File: src/rtl/uart_core_param.sv
// uart_core_param
//   Parametrised full-duplex UART. The transmitter takes a word through a
//   valid/ready handshake and serialises it LSB first, with optional parity
//   and one or two stop bits. The receiver synchronises the asynchronous
//   line, samples each bit in the middle, and reports parity and framing
//   errors alongside each received word.
//
// Parameters
//   CLK_FREQ   clock frequency in Hz
//   BAUD       line rate; one bit lasts CLK_FREQ/BAUD clocks
//   DATA_BITS  payload bits per frame (5..9)
//   PARITY     0 = none, 1 = odd, 2 = even
//   STOP_BITS  transmitted stop bits (1..2); the receiver checks the first
//
// Ports
//   clk_i            clock, all logic on the rising edge
//   rst_i            synchronous active-high reset
//   tx_data_i        word to send, captured on the handshake
//   tx_valid_i       client has a word to send
//   tx_ready_o       transmitter idle and accepting a word
//   tx_o             serial output, idles high
//   rx_i             serial input, asynchronous to clk_i
//   rx_data_o        last received word, held until the next frame
//   rx_valid_o       one-clock pulse per completed frame
//   rx_parity_err_o  parity mismatch on the last frame
//   rx_frame_err_o   first stop bit of the last frame sampled low

module uart_core_param #(
  parameter int CLK_FREQ  = 100_000_000,
  parameter int BAUD      = 9600,
  parameter int DATA_BITS = 8,
  parameter int PARITY    = 0,
  parameter int STOP_BITS = 1
) (
  input  logic                 clk_i,
  input  logic                 rst_i,
  input  logic [DATA_BITS-1:0] tx_data_i,
  input  logic                 tx_valid_i,
  output logic                 tx_ready_o,
  output logic                 tx_o,
  input  logic                 rx_i,
  output logic [DATA_BITS-1:0] rx_data_o,
  output logic                 rx_valid_o,
  output logic                 rx_parity_err_o,
  output logic                 rx_frame_err_o
);

  localparam int BIT_TICKS  = CLK_FREQ / BAUD;
  localparam int HALF       = BIT_TICKS / 2;
  localparam int STOP_TICKS = STOP_BITS * BIT_TICKS;
  localparam int CNT_W      = $clog2(STOP_TICKS + 1);
  localparam bit HAS_PAR    = (PARITY != 0);

  localparam logic [CNT_W-1:0] BIT_LAST  = CNT_W'(BIT_TICKS - 1);
  localparam logic [CNT_W-1:0] HALF_LAST = CNT_W'(HALF - 1);
  localparam logic [CNT_W-1:0] STOP_LAST = CNT_W'(STOP_TICKS - 1);
  localparam logic [3:0]       IDX_LAST  = 4'(DATA_BITS - 1);

  // Refuse to build configurations the bit timing cannot support.
  if (BIT_TICKS < 4) begin : gBadBaud
    $error("uart_core_param: CLK_FREQ/BAUD must be at least 4");
  end
  if (DATA_BITS < 5 || DATA_BITS > 9) begin : gBadDataBits
    $error("uart_core_param: DATA_BITS must be 5..9");
  end
  if (PARITY < 0 || PARITY > 2) begin : gBadParity
    $error("uart_core_param: PARITY must be 0, 1 or 2");
  end
  if (STOP_BITS < 1 || STOP_BITS > 2) begin : gBadStop
    $error("uart_core_param: STOP_BITS must be 1 or 2");
  end

  typedef enum logic [2:0] {
    S_IDLE,
    S_START,
    S_DATA,
    S_PARITY,
    S_STOP
  } state_t;

  // ------------------------------------------------------------------
  // Transmitter
  // ------------------------------------------------------------------
  state_t                 txState_q;
  logic [CNT_W-1:0]       txCnt_q;
  logic [CNT_W-1:0]       txCnt_d;
  logic [3:0]             txIdx_q;
  logic [DATA_BITS-1:0]   txShift_q;
  logic                   txPar_q;
  logic                   tx_q;
  logic                   txReady_q;

  assign txCnt_d = txCnt_q + 1'b1;

  // The transmit FSM drives tx_q one clock ahead of each bit boundary so
  // the line is a clean register output. The parity bit is computed when
  // the word is captured, so it is ready before the data bits run out.
  always_ff @(posedge clk_i) begin
    if (rst_i) begin
      txState_q <= S_IDLE;
      txCnt_q   <= '0;
      txIdx_q   <= '0;
      txShift_q <= '0;
      txPar_q   <= 1'b0;
      tx_q      <= 1'b1;
      txReady_q <= 1'b1;
    end else begin
      case (txState_q)
        S_IDLE: begin
          if (tx_valid_i && txReady_q) begin
            txShift_q <= tx_data_i;
            txPar_q   <= (PARITY == 2) ? ^tx_data_i : ~^tx_data_i;
            txReady_q <= 1'b0;
            tx_q      <= 1'b0;
            txCnt_q   <= '0;
            txState_q <= S_START;
          end
        end
        S_START: begin
          if (txCnt_q == BIT_LAST) begin
            txCnt_q   <= '0;
            txIdx_q   <= '0;
            tx_q      <= txShift_q[0];
            txState_q <= S_DATA;
          end else begin
            txCnt_q <= txCnt_d;
          end
        end
        S_DATA: begin
          if (txCnt_q == BIT_LAST) begin
            txCnt_q <= '0;
            if (txIdx_q == IDX_LAST) begin
              if (HAS_PAR) begin
                tx_q      <= txPar_q;
                txState_q <= S_PARITY;
              end else begin
                tx_q      <= 1'b1;
                txState_q <= S_STOP;
              end
            end else begin
              txIdx_q   <= txIdx_q + 1'b1;
              txShift_q <= txShift_q >> 1;
              tx_q      <= txShift_q[1];
            end
          end else begin
            txCnt_q <= txCnt_d;
          end
        end
        S_PARITY: begin
          if (txCnt_q == BIT_LAST) begin
            txCnt_q   <= '0;
            tx_q      <= 1'b1;
            txState_q <= S_STOP;
          end else begin
            txCnt_q <= txCnt_d;
          end
        end
        S_STOP: begin
          if (txCnt_q == STOP_LAST) begin
            txCnt_q   <= '0;
            txReady_q <= 1'b1;
            txState_q <= S_IDLE;
          end else begin
            txCnt_q <= txCnt_d;
          end
        end
        default: begin
          txState_q <= S_IDLE;
          tx_q      <= 1'b1;
          txReady_q <= 1'b1;
        end
      endcase
    end
  end

  assign tx_o       = tx_q;
  assign tx_ready_o = txReady_q;

  // ------------------------------------------------------------------
  // Receiver
  // ------------------------------------------------------------------
  logic rxMeta_q;
  logic rxSync_q;

  // Two-flop synchroniser; both flops reset to the idle-high line level.
  always_ff @(posedge clk_i) begin
    if (rst_i) begin
      rxMeta_q <= 1'b1;
      rxSync_q <= 1'b1;
    end else begin
      rxMeta_q <= rx_i;
      rxSync_q <= rxMeta_q;
    end
  end

  state_t                 rxState_q;
  logic [CNT_W-1:0]       rxCnt_q;
  logic [CNT_W-1:0]       rxCnt_d;
  logic [3:0]             rxIdx_q;
  logic [DATA_BITS-1:0]   rxShift_q;
  logic                   rxParBit_q;
  logic                   rxArmed_q;
  logic                   rxDone_q;
  logic                   rxValid_q;
  logic [DATA_BITS-1:0]   rxData_q;
  logic                   rxParErr_q;
  logic                   rxFrameErr_q;
  logic                   rxParExp;

  assign rxCnt_d  = rxCnt_q + 1'b1;
  assign rxParExp = (PARITY == 2) ? ^rxShift_q : ~^rxShift_q;

  // The receive FSM only arms after the synchronised line has been seen
  // high, so a line held low after a frame (break) produces a single
  // frame. The start bit is re-checked half a bit in to reject glitches,
  // after which every sample falls one full bit later, near mid-bit.
  // Results land on the stop sample and rx_valid follows one clock later.
  always_ff @(posedge clk_i) begin
    if (rst_i) begin
      rxState_q    <= S_IDLE;
      rxCnt_q      <= '0;
      rxIdx_q      <= '0;
      rxShift_q    <= '0;
      rxParBit_q   <= 1'b0;
      rxArmed_q    <= 1'b0;
      rxDone_q     <= 1'b0;
      rxValid_q    <= 1'b0;
      rxData_q     <= '0;
      rxParErr_q   <= 1'b0;
      rxFrameErr_q <= 1'b0;
    end else begin
      rxDone_q  <= 1'b0;
      rxValid_q <= rxDone_q;
      case (rxState_q)
        S_IDLE: begin
          if (!rxArmed_q) begin
            rxArmed_q <= rxSync_q;
          end else if (!rxSync_q) begin
            rxArmed_q <= 1'b0;
            rxCnt_q   <= '0;
            rxState_q <= S_START;
          end
        end
        S_START: begin
          if (rxCnt_q == HALF_LAST) begin
            rxCnt_q <= '0;
            rxIdx_q <= '0;
            if (rxSync_q) begin
              rxState_q <= S_IDLE;
            end else begin
              rxState_q <= S_DATA;
            end
          end else begin
            rxCnt_q <= rxCnt_d;
          end
        end
        S_DATA: begin
          if (rxCnt_q == BIT_LAST) begin
            rxCnt_q   <= '0;
            rxShift_q <= {rxSync_q, rxShift_q[DATA_BITS-1:1]};
            if (rxIdx_q == IDX_LAST) begin
              rxState_q <= HAS_PAR ? S_PARITY : S_STOP;
            end else begin
              rxIdx_q <= rxIdx_q + 1'b1;
            end
          end else begin
            rxCnt_q <= rxCnt_d;
          end
        end
        S_PARITY: begin
          if (rxCnt_q == BIT_LAST) begin
            rxCnt_q    <= '0;
            rxParBit_q <= rxSync_q;
            rxState_q  <= S_STOP;
          end else begin
            rxCnt_q <= rxCnt_d;
          end
        end
        S_STOP: begin
          if (rxCnt_q == BIT_LAST) begin
            rxCnt_q      <= '0;
            rxData_q     <= rxShift_q;
            rxFrameErr_q <= ~rxSync_q;
            rxParErr_q   <= HAS_PAR && (rxParBit_q != rxParExp);
            rxDone_q     <= 1'b1;
            rxState_q    <= S_IDLE;
          end else begin
            rxCnt_q <= rxCnt_d;
          end
        end
        default: begin
          rxState_q <= S_IDLE;
        end
      endcase
    end
  end

  assign rx_data_o       = rxData_q;
  assign rx_valid_o      = rxValid_q;
  assign rx_parity_err_o = rxParErr_q;
  assign rx_frame_err_o  = rxFrameErr_q;

endmodule

File: config.mk
export PLATFORM = sky130hd
export DESIGN_NAME = uart_core_param
export DESIGN_NICKNAME = d
export VERILOG_FILES = /design/src/rtl/uart_core_param.sv
export SDC_FILE = /design/constraint.sdc
export NUM_CORES = 1
export LEC_CHECK = 0
export ABC_CLOCK_PERIOD_IN_PS = 2400
export CORE_ASPECT_RATIO = 0.7
export CORE_UTILIZATION = 55
export CTS_BUF_LIST = sky130_fd_sc_hd__clkbuf_2 sky130_fd_sc_hd__clkbuf_4 sky130_fd_sc_hd__clkbuf_8
export DETAILED_ROUTE_END_ITERATION = 10
export PLACE_DENSITY = 0.78
export SLEW_MARGIN = 10
export SYNTH_ARGS = -nofsm -noshare
export SYNTH_HDL_FRONTEND = slang
export SYNTH_SLANG_ARGS = --single-unit
File: constraint.sdc
create_clock -name clk_i -period 2.4 [get_ports clk_i]
set_input_delay 0.36 -clock clk_i [delete_from_list [all_inputs] [get_ports clk_i]]
set_output_delay 0.36 -clock clk_i [all_outputs]
set_load 0.02 [all_outputs]
==> summary.txt, run 1 <==
Slew @ Worst Pin: 0.531 ns
CP Data Arrival Time: 2.69 ns
status: complete, no violations
Top delay family on crit path: simple AND/OR/NAND/NOR gates
DR vias/cell: 5.66
RSZ-0062 raised after global routing: true
Die W: 97.6 um
Post-synth EDFFs: 0
Seq pwr share: 54.0%
Initial Utilization: 59.3%
combinational share of power: 7.7%
hold_sp: rst_i
post-layout instance area: 4190 um^2
Max Root-Sink Buffers: 2
Site Rows: 23
TritonCTS clock tree: yes
initial antenna violation count: 0
switch share: 26.5%
Post-Place Cells: 509
worst vdd ir: 0.485 mV
DIE AREA: 6730 um^2
largest net degree at the start of global routing: 30
first-pass GRT wire length: 12.9 mm
internal power: 1.73 mW
clk slew on worst S/H paths: 0.08 ns
per-cell routed wire length: 14.2 um
drt total wl: 7.49 mm
syn nets: 421
grt total ovfl: 0
Slowest-stage cell, CP: or4_4
Hold Buf Count CTS: 0
Synth top area share: 42.1%
max-cap violations: 0
top_reg_cell synth: dfxtp_1
Clock Latency Late Sink: 0.36 ns
Seq/Total Area, Yosys: 42.1%
Critical path origin: txCnt_q[8]
Core Region: 5930 um^2
Ant. Diodes: 0
post-synthesis register bit count: 74
vias in the first global route: 2,733
Tot GR Track Use: 24.1%
routed via count: 2,990
ys async rst share: 0%
yosys warns: 0
netlist area before placement: 3520 um^2
largest cells by area after synthesis: dfxtp_1, mux2i_1, nor2_1
nets: 465
worst path cell trace: or4bb_1, or4_4, a211o_4, or4_1, a21oi_1
post-synth cell types: 59
num ports: 25
Finished Core Util: 70.7%
Hold Vio Cnt, Final: 0
Switch Pwr: 625 uW
Sink Count: 74
gpl congestion: 0.866
crit share post-route: 99.7%
area delta synth->final: 19.1%
drt pass-1 iters: 4
Critical Path Fanout Max: 7
Mapped Cells: 404
Die Y: 68.9 um
Hold/Removal Path Class: input port to flip-flop
kind of critical path: flip-flop to flip-flop
WP data required: 2.70 ns
Pwr Density: 562 nW/um^2
WP buf/inv: 0
Slew headroom: 64.5%
H-tree levels: 3
total CTS buffers: 9
Detailed Place HPWL: 5.20 mm
fmax: 418 MHz
clock share of power: 38.3%
Worst path max stage delay: 0.58 ns
Iteration-0 DRC Markers: 154
final slew viol count: 0
final critical-path required period: 2.39 ns
port bufs: 23
clk_skew: 0.0135 ns
Post-DRT Antenna Nets: 0
Leak: 1.63 nW
CP Capture Type: flip-flop
Final Non-Filler Cells: 528
Reg-to-Reg Start: txCnt_q[8]
endpoints failing setup: 0
CTS Root Cell: clkbuf_8
Synth area leader: dfxtp_1
Worst Setup Start Kind: flip-flop
proportion of layout cells with a drive suffix above 1: 16.6%
syn avg cell area: 8.71 um^2
DRC: 0
placed cell areas: 3960 um^2
stage by stage:
stage | hold slack, ns | power, mW | setup TNS, ns | setup slack (ns)
2_1_floorplan | 0.389 | 1.41 | -0.0457 | -0.0231
3_3_place_gp | 0.395 | 1.47 | 0 | 0.0346
3_5_place_dp | 0.422 | 1.47 | 0 | 0.00456
4_1_cts | 0.402 | 2.38 | -0.000394 | -0.000394
5_1_grt | 0.434 | 2.44 | -0.162 | -0.0547
6_report | 0.411 | 2.35 | 0 | 0.00778
sequential cells by signal (all words and copies together) (netlist names), 4 cells and up:
signal     flops
txShift_q      8
rx_data_o      8
rxIdx_q        4
txIdx_q        4
rxCnt_q       14
txCnt_q       14
rxShift_q      8
cell families (layout without fill, tap and decap cells):
family | Yosys count | after routing | share of synthesized area [%]
flip-flops | 74 | 74 | 42.1
AND/OR/NAND/NOR | 177 | 177 | 26.8
buffers and inverters | 28 | 77 | 3.41
multiplexers | 27 | 27 | 7.68
other | 1 | 1 | 0.107
XOR/XNOR | 18 | 18 | 4.48
adder cells (fa/ha/maj) | 5 | 5 | 1.78
AO/OA/AOI/OAI | 74 | 74 | 13.7
Yosys cell counts, drive strengths merged, types with 2 or more instances:
cell / instances
dfxtp: 74
nor2: 50
nand2: 32
a21oi: 27
mux2i: 27
clkbuf: 17
o21ai: 14
nand3: 13
xnor2: 13
nor4: 11
nor3: 10
a311oi: 8
or3: 8
inv: 6
nand4: 6
nor2b: 6
or4: 6
and3: 5
buf: 5
ha: 5
nand2b: 5
xor2: 5
nand3b: 4
o21a: 4
or2: 4
or4b: 4
and2: 3
nor3b: 3
a211o: 2
a22oi: 2
a31oi: 2
and3b: 2
nand4b: 2
o21bai: 2
o22ai: 2
o31a: 2
layout by cell type (no fill, tap or decap), types with 6 or more instances in the layout:
master,count
buf_4,31
nand4_1,6
dfxtp_1,71
nor3_1,10
a311oi_1,8
xnor2_1,13
a21oi_1,26
nor2_1,50
nor2b_1,6
nand2_1,32
nor4_1,9
o21ai_0,13
nand3_1,13
clkdlybuf4s50_1,22
inv_1,6
clkbuf_8,9
or3_1,6
mux2i_1,27
path summary, 6_finish.rpt:
path | end | slack, ns | cells after the start
setup / recovery | txIdx_q[3] | 0.008 | 5
hold / removal | rxArmed_q | 0.41 | 2
setup reg to reg | txIdx_q[3] | 0.008 | 5
hold reg to reg | rxSync_q | 0.43 | 1
power by group through the flow:
stage / Clock [mW] / Combinational [mW] / Sequential (mW)
6_report: 0.903 / 0.181 / 1.27
5_1_grt: 0.968 / 0.199 / 1.28
4_1_cts: 0.932 / 0.176 / 1.27
3_5_place_dp: 0 / 0.175 / 1.30
3_3_place_gp: 0 / 0.170 / 1.30
2_1_floorplan: 0 / 0.117 / 1.30
repair_timing:
action	in CTS	in global routing
pin swaps	1	1
buffers inserted	1	1
gates resized for setup	2	5
cloned	0	1
setup endpoints to repair	2	28
worst register-to-register path, delay by kind of cell, from the launching register on:
family / cells / cell delay, ns
and+or+nand+nor: 3 / 1.58
AOI/OAI and AO/OA: 2 / 0.44
DFF: 1 / 0.31
area by class of cell:
type / instances / area [um^2]
clock buffers: 10 / 131
clock inverters: 6 / 50.0
fillers: 482 / 1740
inverters: 6 / 22.5
multi-input cells: 302 / 1940
flip-flops and latches: 74 / 1490
well taps: 75 / 93.8
repair buffers: 55 / 463
metal layers:
layer  global-route usage, %  wire (um)  vias up
met5                       0          0        -
met2                    39.1       3250       58
met3                    4.84        335        8
met1                    32.8       3810     1390
li1                        -          -     1534
met4                    7.72         81        0
Note: power is estimated with default switching activity, not from simulation.
==> inputs of run 2 (changes only) <==
--- a/config.mk
+++ b/config.mk
@@ -7,6 +7,7 @@
 export LEC_CHECK = 0
 export ABC_CLOCK_PERIOD_IN_PS = 2400
 export CORE_ASPECT_RATIO = 0.7
+export CORE_MARGIN = 2
 export CORE_UTILIZATION = 55
 export CTS_BUF_LIST = sky130_fd_sc_hd__clkbuf_2 sky130_fd_sc_hd__clkbuf_4 sky130_fd_sc_hd__clkbuf_8
 export DETAILED_ROUTE_END_ITERATION = 10
==> run 2 against run 1 <==
Compared with the run above: the flow now finishes with violations (negative setup slack); cell area rose by 1.6%; utilization fell by 2.2 points; clock-buffer cell count fell by 1; power rose by 7.2%; clock power rose by 17%; die area rose by 5.0%; worst hold slack got worse by 0.12 ns; global-route usage fell by 0.57 points; critical path depth did not move; via count rose by 3.4%; final cell count rose by 0.38%.
==> summary.txt, run 2 (same netlist as run 1, synthesis figures left out) <==
status: finished with violations
failing checks: negative setup slack
Met1 Wirelength: 3.80 mm
crit share post-route: 101%
Final Non-Filler Cells: 530
Initial Utilization: 56.6%
hold_sp: rst_i
Filler cells: 486
Worst path max stage delay: 0.63 ns
initial antenna violation count: 0
Detailed Place HPWL: 5.26 mm
DIE AREA: 7060 um^2
Reg-to-Reg Start: txCnt_q[5]
proportion of layout cells with a drive suffix above 1: 17.5%
grt total ovfl: 0
Die Y: 70.9 um
Reg2Reg Setup Slack: -0.02 ns
Slew @ Worst Pin: 0.544 ns
Max Root-Sink Buffers: 2
Die W: 99.6 um
drt pass-1 iters: 4
worst vdd ir: 0.409 mV
DRC: 0
per-cell routed wire length: 14.9 um
WP buf/inv: 0
total power: 2.52 mW
Worst path depth: 5
post-layout instance area: 4260 um^2
TritonCTS clock tree: yes
Slew headroom: 63.6%
Post-Place Cells: 510
Hold/Removal Path Class: input port to flip-flop
largest net degree at the start of global routing: 24
Leak: 1.64 nW
Max Used Layer: met4
worst path cell trace: or4bb_1, or4_4, and2_2, or4b_2, a21oi_2
Met2 Wirelength: 3.51 mm
final setup margin: -0.0244 ns
num ports: 25
Slowest-stage cell, CP: or4b_2
endpoints failing setup: 2
hold path depth: 2
total CTS buffers: 9
DR vias/cell: 5.83
routed via count: 3,091
port bufs: 23
nets: 465
CP Data Arrival Time: 2.71 ns
H-tree levels: 3
Post-DRT Antenna Nets: 0
final critical-path required period: 2.42 ns
RSZ-0062 raised after global routing: true
max-cap violations: 0
Worst Setup Start Kind: flip-flop
Tot GR Track Use: 23.5%
Critical path origin: txCnt_q[5]
most frequent cells in the layout: dfxtp_1, nor2_1, nand2_1, buf_4, mux2i_1
r2r worst-path depth: 5
CP Capture Type: flip-flop
Sink Count: 74
first-pass GRT wire length: 13.4 mm
drt total wl: 7.88 mm
Iteration-0 DRC Markers: 200
Site Rows: 24
WL met3: 479 um
Top Registers: rxCnt_q: 14 flops, txCnt_q: 14 flops
Ant. Diodes: 0
vias in the first global route: 2,914
Hold Vio Cnt, Final: 0
fmax: 412 MHz
Pwr Density: 593 nW/um^2
Clock Latency Late Sink: 0.35 ns
most common cell after layout, fill and taps aside: dfxtp_1
clk slew on worst S/H paths: 0.08 ns
area delta synth->final: 21.0%
Hold Buf Count CTS: 0
Top delay family on crit path: simple AND/OR/NAND/NOR gates
Core Region: 6220 um^2
gpl congestion: 0.870
CTS Root Cell: clkbuf_8
WP data required: 2.69 ns
placed cell areas: 3950 um^2
clk_skew: 0.00867 ns
Critical Path Fanout Max: 4
final slew viol count: 0
kind of critical path: flip-flop to flip-flop
[run 2: layer usage]
layer  global-route usage (%)  vias to the layer above
li1                         -                     1544
met1                     33.1                     1432
met2                     35.9                      101
met3                     5.34                       14
met4                     8.22                        0
met5                        0                        -
[run 2: where the power goes]
group | internal [mW] | switching, mW
Clock | 0.583 | 0.479
Sequential | 1.25 | 0.0207
Combinational | 0.0847 | 0.105
Total | 1.92 | 0.605
[run 2: final cells by class]
type | count | area, um^2 | area share, %
Multi-Input combinational cell | 302 | 1960 | 46.1
Inverter | 6 | 22.5 | 0.529
Timing Repair Buffer | 55 | 470 | 11.1
Clock inverter | 6 | 91.3 | 2.15
Tap cell | 78 | 97.6 | 2.29
Sequential cell | 74 | 1490 | 34.9
Clock buffer | 9 | 124 | 2.91
[run 2: worst reg2reg max path, cell delays in order (launching register included)]
cell     delay (ns)
dfxtp_2        0.34
or4bb_1        0.49
or4_4          0.57
and2_2         0.20
or4b_2         0.63
a21oi_2        0.14
[run 2: stage by stage]
stage                     utilization [%]  setup WS [ns]  setup TNS, ns  hold slack [ns]
after floorplan                         -        -0.0231        -0.0457            0.389
after global placement               63.5         0.0380              0            0.392
after detailed placement             63.5        0.00318              0            0.399
after CTS                            67.1        0.00366              0            0.284
after global routing                 68.5        -0.0771         -0.305            0.300
final                                68.5        -0.0244        -0.0360            0.293
[run 2: timing repair]
item,4_1_cts,5_1_grt
gates resized for setup,0,13
gates cloned,0,2
buffers inserted,1,2
pin swaps,1,2
endpoints found under the setup margin,3,28
[run 2: path summary, 6_finish.rpt]
| path | endpoint |
|---|---|
| worst max-delay path | txState_q[2] |
| worst min-delay path | rxCnt_q[10] |
| worst max register to register | txState_q[2] |
| worst min register to register | rxSync_q |
==> inputs of run 3 (changes only) <==
--- a/config.mk
+++ b/config.mk
@@ -12,6 +12,7 @@
 export CTS_BUF_LIST = sky130_fd_sc_hd__clkbuf_2 sky130_fd_sc_hd__clkbuf_4 sky130_fd_sc_hd__clkbuf_8
 export DETAILED_ROUTE_END_ITERATION = 10
 export PLACE_DENSITY = 0.78
+export SKIP_LAST_GASP = 1
 export SLEW_MARGIN = 10
 export SYNTH_ARGS = -nofsm -noshare
 export SYNTH_HDL_FRONTEND = slang
==> run 3 against run 2 <==
Compared with the run above: the run still ends with negative setup slack left; final cell count stayed put; clock power hardly changed; combinational power about the same; via count is essentially flat; global-route usage stayed put; utilization is 0.24 points lower; fmax grew 0.65%; setup slack gained 0.016 ns; cell area fell by 0.35%; largest power group unchanged; highest routed layer unchanged.
==> summary.txt, run 3 (same netlist as run 1, synthesis figures left out) <==
DIE AREA: 7060 um^2
Core Region: 6220 um^2
Slew @ Worst Pin: 0.513 ns
GRT busiest layer: met2
worst vdd ir: 0.408 mV
Top delay family on crit path: simple AND/OR/NAND/NOR gates
Initial Utilization: 56.6%
first-pass GRT wire length: 13.4 mm
proportion of layout cells with a drive suffix above 1: 17.0%
H-tree levels: 3
met2 GRT Util: 35.9%
DRC: 0
area delta synth->final: 20.6%
Slew headroom: 65.7%
Critical Path Fanout Max: 4
met1 usage: 33.1%
Critical path origin: txCnt_q[5]
worst path cell trace: or4bb_1, or4_4, and2_2, or4b_2, a21oi_2
Slowest-stage cell, CP: or4b_2
num ports: 25
Switch Pwr: 602 uW
largest net degree at the start of global routing: 24
Tot GR Track Use: 23.5%
Ant. Diodes: 0
WP buf/inv: 0
TritonCTS clock tree: yes
routed via count: 3,094
Die Y: 70.9 um
Hold/Removal Path Class: input port to flip-flop
max-cap violations: 0
RSZ-0062 raised after global routing: true
drt total wl: 7.74 mm
clock share of power: 42.1%
endpoints failing setup: 2
Worst path max stage delay: 0.62 ns
most common cell after layout, fill and taps aside: dfxtp_1
total power: 2.52 mW
Post-Place Cells: 510
Max Root-Sink Buffers: 2
per-cell routed wire length: 14.6 um
DR vias/cell: 5.84
Reg-to-Reg Start: txCnt_q[5]
Seq pwr share: 50.5%
Pwr Density: 594 nW/um^2
Worst Setup Start Kind: flip-flop
fmax: 415 MHz
Sink Count: 74
hold path depth: 2
switch share: 23.9%
drt pass-1 iters: 5
most frequent cells in the layout: dfxtp_1, nor2_1, nand2_1, buf_4, mux2i_1
CTS Root Cell: clkbuf_8
Clock Latency Late Sink: 0.35 ns
Die W: 99.6 um
Site Rows: 24
crit share post-route: 100%
internal power: 1.92 mW
port bufs: 23
vias in the first global route: 2,914
routing usage on met3: 5.34%
nets: 465
Top Registers: rxCnt_q: 14 flops, txCnt_q: 14 flops
Worst path depth: 5
total CTS buffers: 9
grt total ovfl: 0
status: finished with violations
initial antenna violation count: 0
Final Non-Filler Cells: 530
final slew viol count: 0
Iteration-0 DRC Markers: 228
Post-DRT Antenna Nets: 0
setup TNS: -0.0105 ns
failing checks: negative setup slack
clk_skew: 0.00713 ns
CP Data Arrival Time: 2.70 ns
Leak: 1.64 nW
final setup margin: -0.00874 ns
Hold Vio Cnt, Final: 0
r2r worst-path depth: 5
final critical-path required period: 2.41 ns
kind of critical path: flip-flop to flip-flop
hold_sp: rst_i
CP Capture Type: flip-flop
Detailed Place HPWL: 5.26 mm
WP data required: 2.69 ns
combinational share of power: 7.5%
gpl congestion: 0.870
clk slew on worst S/H paths: 0.08 ns
run 3: routing by layer:
metal,part of all wire (%),wire length [um],vias up
li1,-,-,1546
met1,48,3710,1433
met2,45,3490,99
met3,5.8,450,16
met4,1.2,95,0
met5,0,0,-
run 3: what timing repair did:
item,in CTS,in global routing
endpoints found under the setup margin,3,28
gates cloned,0,2
resized for setup,0,10
hold buffers,0,0
pin swaps,0,2
buffers inserted,1,2
run 3: cell type report:
class / instances / area, um^2
timing repair buffer: 55 / 470
inverter: 6 / 22.5
clock inverter: 6 / 91.3
multi-input combinational: 302 / 1950
sequential: 74 / 1490
tap: 78 / 97.6
fill: 487 / 1970
clock buffer: 9 / 124
run 3: final timing paths:
| path | endpoint | slack (ns) |
|---|---|---|
| min | rxCnt_q[10] | 0.29 |
| min reg2reg | rxSync_q | 0.42 |
| max | txState_q[2] | -0.009 |
| max reg2reg | txState_q[2] | -0.009 |
run 3: per-stage QoR:
stage	utilization (%)	cell area, um^2	setup slack (ns)	hold WS, ns
3_5_place_dp	63.5	3950	0.00318	0.399
2_1_floorplan	-	3520	-0.0231	0.389
6_report	68.2	4240	-0.00874	0.293
3_3_place_gp	63.5	3950	0.0380	0.392
5_1_grt	68.2	4240	-0.0763	0.300
4_1_cts	67.1	4170	-0.00621	0.284
run 3: power by group through the flow:
stage	logic [mW]	registers, mW	clock network, mW
after floorplan	0.117	1.30	0
after global placement	0.172	1.30	0
after detailed placement	0.176	1.30	0
after CTS	0.178	1.27	1.08
after global routing	0.211	1.28	1.12
final	0.188	1.27	1.06
